`config.mk`:
```
export PLATFORM = sky130hd
export DESIGN_NAME = pipelined_add_sub
export DESIGN_NICKNAME = d
export VERILOG_FILES = /design/src/rtl/pipelined_add_sub.sv
export SDC_FILE = /design/constraint.sdc
export NUM_CORES = 1
export LEC_CHECK = 0
export CAP_MARGIN = 20
export CORE_UTILIZATION = 44
export CTS_CLUSTER_DIAMETER = 60
export DETAILED_ROUTE_END_ITERATION = 8
export PLACE_DENSITY = 0.73
export SLEW_MARGIN = 0
export SYNTH_ARGS = -nofsm -noshare
export SYNTH_HDL_FRONTEND = slang
export SYNTH_SLANG_ARGS = --single-unit
```
`constraint.sdc`:
```
create_clock -name CLK -period 1.52 [get_ports CLK]
set_input_delay 0.228 -clock CLK [delete_from_list [all_inputs] [get_ports CLK]]
set_output_delay 0.228 -clock CLK [all_outputs]
set_load 0.02 [all_outputs]
```
`src/rtl/pipelined_add_sub.sv`:
```
// Carry-pipelined add/sub: STAGES chunks of WIDTH/STAGES bits, valid/ready handshake.
// Define ADDSUB_OVF_EN to compile in the signed-overflow output.
module pipelined_add_sub #(
  parameter int WIDTH  = 8,
  parameter int STAGES = 2
) (
  input  logic             CLK,
  input  logic             RST_n,
  input  logic [WIDTH-1:0] A,
  input  logic [WIDTH-1:0] B,
  input  logic             Mode,
  input  logic             Cin,
  input  logic             in_valid,
  output logic             in_ready,
  output logic [WIDTH-1:0] Sum,
  output logic             Cout,
  output logic             Ovf,
  output logic             out_valid,
  input  logic             out_ready
);

  localparam int CW = WIDTH / STAGES;
  localparam int L  = STAGES - 1;

  typedef struct packed {
    logic [WIDTH-1:0] a;
    logic [WIDTH-1:0] b;
    logic [WIDTH-1:0] s;
    logic             c;
    logic             m;
`ifdef ADDSUB_OVF_EN
    logic             o;
`endif
  } stg_t;

  stg_t             src [STAGES];
  stg_t             d   [STAGES];
  stg_t             q   [STAGES];
  logic [STAGES-1:0] vld_q;
  logic [CW:0]      ch;
  logic             adv;

  assign adv       = !out_valid | out_ready;
  assign in_ready  = adv;
  assign out_valid = vld_q[L];
  assign Sum       = q[L].s;
  assign Cout      = q[L].c ^ q[L].m;
`ifdef ADDSUB_OVF_EN
  assign Ovf       = q[L].o;
`else
  assign Ovf       = 1'b0;
`endif

  // Stage 0 sees the raw operands; subtract folds into ~B and inverted carry.
  always_comb begin
    ch        = '0;
    src[0]    = '0;
    src[0].a  = A;
    src[0].b  = Mode ? ~B : B;
    src[0].c  = Mode ^ Cin;
    src[0].m  = Mode;
    for (int k = 1; k < STAGES; k++)
      src[k] = q[k-1];
    for (int k = 0; k < STAGES; k++) begin
      d[k] = src[k];
      ch = {1'b0, src[k].a[k*CW +: CW]}
         + {1'b0, src[k].b[k*CW +: CW]}
         + {{CW{1'b0}}, src[k].c};
      d[k].s[k*CW +: CW] = ch[CW-1:0];
      d[k].c = ch[CW];
`ifdef ADDSUB_OVF_EN
      // carry into the chunk MSB recovered from its sum bit
      d[k].o = ch[CW] ^ ch[CW-1]
             ^ src[k].a[k*CW + CW - 1]
             ^ src[k].b[k*CW + CW - 1];
`endif
    end
  end

  always_ff @(posedge CLK or negedge RST_n) begin
    if (!RST_n) begin
      vld_q <= '0;
      for (int k = 0; k < STAGES; k++)
        q[k] <= '0;
    end else if (adv) begin
      vld_q[0] <= in_valid;
      for (int k = 1; k < STAGES; k++)
        vld_q[k] <= vld_q[k-1];
      for (int k = 0; k < STAGES; k++)
        q[k] <= d[k];
    end
  end

endmodule

```
After elaboration in Yosys (flattened, before gate mapping)
Cells that the tools add are included.
W data, S select, Z words.

storage, ports and cells
  register bits = 34
  bits in latches = 0
  bits in writable memories = 0
  memory bits (read-only) = 0
  output and inout port bits = 12
  memories kept = 0

cells by class
  add/sub/neg operators = 4
  $mul = 0
  divide/modulo/power cells = 0
  magnitude comparators = 0
  equal/unequal tests = 0
  shift-type cells = 0
  muxes and demuxes = 1
  bitwise logic cells = 4
  reduce and logical (&&, ||, !) cells = 1

operator list
  cell              count
  $add A4 B4 Y5     2
  $add A5 B1 Y5     2
  $mux W8           1
  $not A8 Y8        1
  $xor A1 B1 Y1     2
  $logic_not A1 Y1  1
  $or A1 B1 Y1      1

Logic depth before layout (Yosys ltp)
Gate-level depths: netlist of run 1.

  depth in word-level cells = 4
  mapped depth = 7

Worst setup path after synthesis of run 1
Ideal clock, no wire load.

  path type = input to register
  from = in Mode
  to = reg q[27] (netlist name)
  setup time = 122 ps
  arrival = 1797 ps
  data required time = 1398 ps
  slack = -399 ps
  cell stages on the path = 7
  cells stage by stage = buf_4 xor2_1 fa_1 fa_1 a21o_1 a21oi_1 a21oi_2

between the ends
  cells in the longest elaborated chain, start to end = 3

RTL lines
  element                         line  text
  start: declaration              11    input logic Mode,
  $mux W8                         59    src[0].b = Mode ? ~B : B;
  $add A4 B4 Y5                   67    + {1'b0, src[k].b[k*CW +: CW]}
  $add A5 B1 Y5 (*)               68    + {{CW{1'b0}}, src[k].c};
  end signal: indexed assignment  90    q[k] <= d[k];
  end: declaration                38    stg_t q [STAGES];

Mark *: on every way between the ends. The rest lies on a longest branch, timed or not.
A chain may end at the register's enable or synchronous reset.

Final worst setup path of run 1
  from = reg q (netlist bit d[14])
  to = reg q (netlist bit Sum[5])

between the ends
  cells in the longest elaborated chain, start to end = 2

RTL lines
  element        line
  $add A4 B4 Y5  67
  $add A5 B1 Y5  68

Every way passes these cells.

==> results.yml, run 1 <==
run_status:
  status: "completed"
route:
  drc: 0
  drtIter0Drc: 15
  post_drt_via_cell_ratio: 4.51
  dr.pass1.iters: 4
  drt_wl_total_um: 2330
  wl_per_cell_um: 10.7
  vias: 984
  ant_nets: 0
synth:
  ys_types: 20
  yosys_warnings: 0
  synth-adder-area-share_pct: 11.0
  muxShareOfSynthArea_pct: 0
  ys_seq_area_share_pct: 46.0
  synth_simple_gate_area_share_pct: 15.6
  ys_seq_elements: 26
  synth_fp_nets: 177
  synthXorXnorAreaFrac_pct: 8.05
  netlist_instances: 145
  syn-cell-area_mm2: 0.00142
  synth_top_family_by_area: "simple AND/OR/NAND/NOR gates"
  avgSynthCellArea_um2: 9.76
  synth_compound_area_share_pct: 8.66
timing:
  maxSlewViolCount: 0
  setup_ws_ns: 0.0199
  fin_crit_sh_pct: 98.7
  skew_ns: 0.00506
  max_clock_freq_mhz: 667
  min_period_ns: 1.50
  fin_setup_tns_ns: 0
  finalSetupViolCount: 0
  rsz0062_at_grt: "yes"
  final_hold_viol_count: 0
setup_path:
  cp_slowest_cell: "dfrtp_1"
  r2r_cells: 4
  path_cells: "fa_2, inv_1, fa_2, a21oi_2"
  reg2reg_slack_ns: 0.02
  cpMostUsedCell: "fa_2"
  critPathKind: "reg2reg"
  crit_cells: 4
  cp_top_family: "adder cells"
  cp-end-kind: "flop"
  cp_slowest_stage_delay_ns: 0.43
  cp_data_required_time_ns: 1.77
  cp-start-kind: "flop"
  cp_max_fo: 2
  arrival_ns: 1.75
  worst-path-buf-inv: 1
global_routing:
  grt_pass1_vias: 1010
  grt_pass1_wl_um: 3970
  track_usage_pct: 15.1
  grt_start_max_net_pins: 28
  grt_overflow: 0
  antenna_found_initial: 0
cells_and_area:
  n_antenna_cell: 0
  syn2layout_area_growth_pct: 27.9
  final_util_pct: 59.3
  drive_gt1_share_pct: 17.8
  finalNetCount: 208
clock_network:
  clock_sinks: 26
  htree_levels: 1
  clockBufferDepth: 2
  clk_latency_ns: 0.31
  hold_buffers: 0
  clock-root-buffer: "clkbuf_4"
  cts_tree: "yes"
  clkSlewWorstSetupHoldPaths_ns: 0.13
  cts_buffers: 3
worst_hold_path:
  min_path_type: "in2async"
floorplanning:
  fp.dieArea_mm2: 0.00345
  start_util_pct: 46.4
  die_x_um: 58.7
  die_height_um: 58.7
  rows: 20
  ios: 34
  core_mm2: 0.00305
place:
  dp_slack_ns: -0.735
  port_buffers: 32
  place_hpwl_um: 1780
  gp_congestion: 0.759
pwr:
  ir_worst_vdd_mv: 0.421
  power_density_mw_per_mm2: 1160
  leakagePower_nw: 0.899
flow_run:
  cap_violations: 0
[layout by cell type, fill, tap and decap left out, drive strengths merged]
master         instances
inv                    5
a21o                   3
dlymetal6s2s           3
nor2b                  2
buf                   11
clkdlybuf4s50         17
o21ai                 11
dlygate4sd2            9
xor2                   9
conb                   1
a21oi                  6
clkbuf                 4
dfrtp                 26
ha                     6
fa                     4
nand2                 48
nand2b                 1
xnor2                  4
nor2                   4
[synth_stat cells (all sizes together)]
cell,n,share of area (%)
a21o,3,1.6
a21oi,6,2.7
buf,15,8.8
conb,1,0.26
dfrtp,26,46
fa,4,5.7
ha,6,5.3
inv,5,1.7
nand2,48,13
nand2b,1,0.44
nor2,4,1.1
nor2b,2,1.4
o21ai,11,4.4
xnor2,4,2.5
xor2,9,5.6
[per-layer routing]
layer  vias up  wire (um)  global-route usage, %
li1        502          -                      -
met1       452        968                   17.1
met2        26       1220                   28.4
met3         4        105                   2.20
met4         0         38                   6.12
met5         -          0                      0
[kinds of logic (layout without fill, tap and decap cells)]
kind of cell               Yosys count  after routing
other                                1              1
DFF                                 26             26
and+or+nand+nor                     55             55
xor gates and xnor gates            13             13
AOI/OAI and AO/OA                   20             20
buffers and inverters               20             49
adders and majority gates           10             10
[repair_timing]
action	CTS	global route
pin swaps	3	6
gates resized for setup	19	19
endpoints found under the setup margin	15	9
buffers inserted	1	0
[where the power goes]
group	internal (mW)	switching, mW	leakage, nW	total, mW
Clock	0.0927	0.190	0.0138	0.283
Combinational	0.397	0.451	0.574	0.848
Sequential	0.869	0.0962	0.311	0.965
[registers in the layout, summed over array words and instances, names as in the netlist]
signal	count
d	13
Sum	8
q	3
vld_q	2
[per-stage QoR]
| stage | std cells | total power, mW | cell area, um^2 | hold WS (ns) |
|---|---|---|---|---|
| CTS | 218 | 2.12 | 1780 | 0.277 |
| finish | 218 | 2.10 | 1810 | 0.267 |
| floorplan | 145 | 1.63 | 1450 | -0.0676 |
| global placement | 214 | 1.84 | 1750 | 0.443 |
| detailed placement | 214 | 1.87 | 1750 | 0.459 |
| global route | 218 | 2.25 | 1810 | 0.292 |
[cell type report]
class,instances,area [um^2]
Sequential cell,26,651
Tap cell,44,55.1
Timing Repair Buffer,41,385
Fill cell,281,1240
Clock buffer,3,22.5
Inverter,5,23.8
Multi-Input combinational cell,99,672
[worst reg2reg max path, cell delays in order (launching register included)]
cell     delay (ns)
dfrtp_1        0.43
fa_2           0.39
inv_1          0.08
fa_2           0.43
a21oi_2        0.11
[final timing paths]
path	start	to
worst max-delay path	d[14]$_DFFE_PN0P_	Sum[5]$_DFFE_PN0P_
min in group CLK	Mode	d[0]$_DFFE_PN0P_
worst min register to register	vld_q[0]$_DFFE_PN0P_	vld_q[1]$_DFFE_PN0P_
worst max register to register	d[14]$_DFFE_PN0P_	Sum[5]$_DFFE_PN0P_
max in group asynchronous	RST_n	d[17]$_DFFE_PN0P_
worst min-delay path	RST_n	d[14]$_DFFE_PN0P_
Power figures use the tool's default switching activity.
==> inputs of run 2 (changes only) <==
- CAP_MARGIN: 20 -> 0
==> results of run 2 <==
No change in the layout: final DEF, timing and power equal those of run 1.
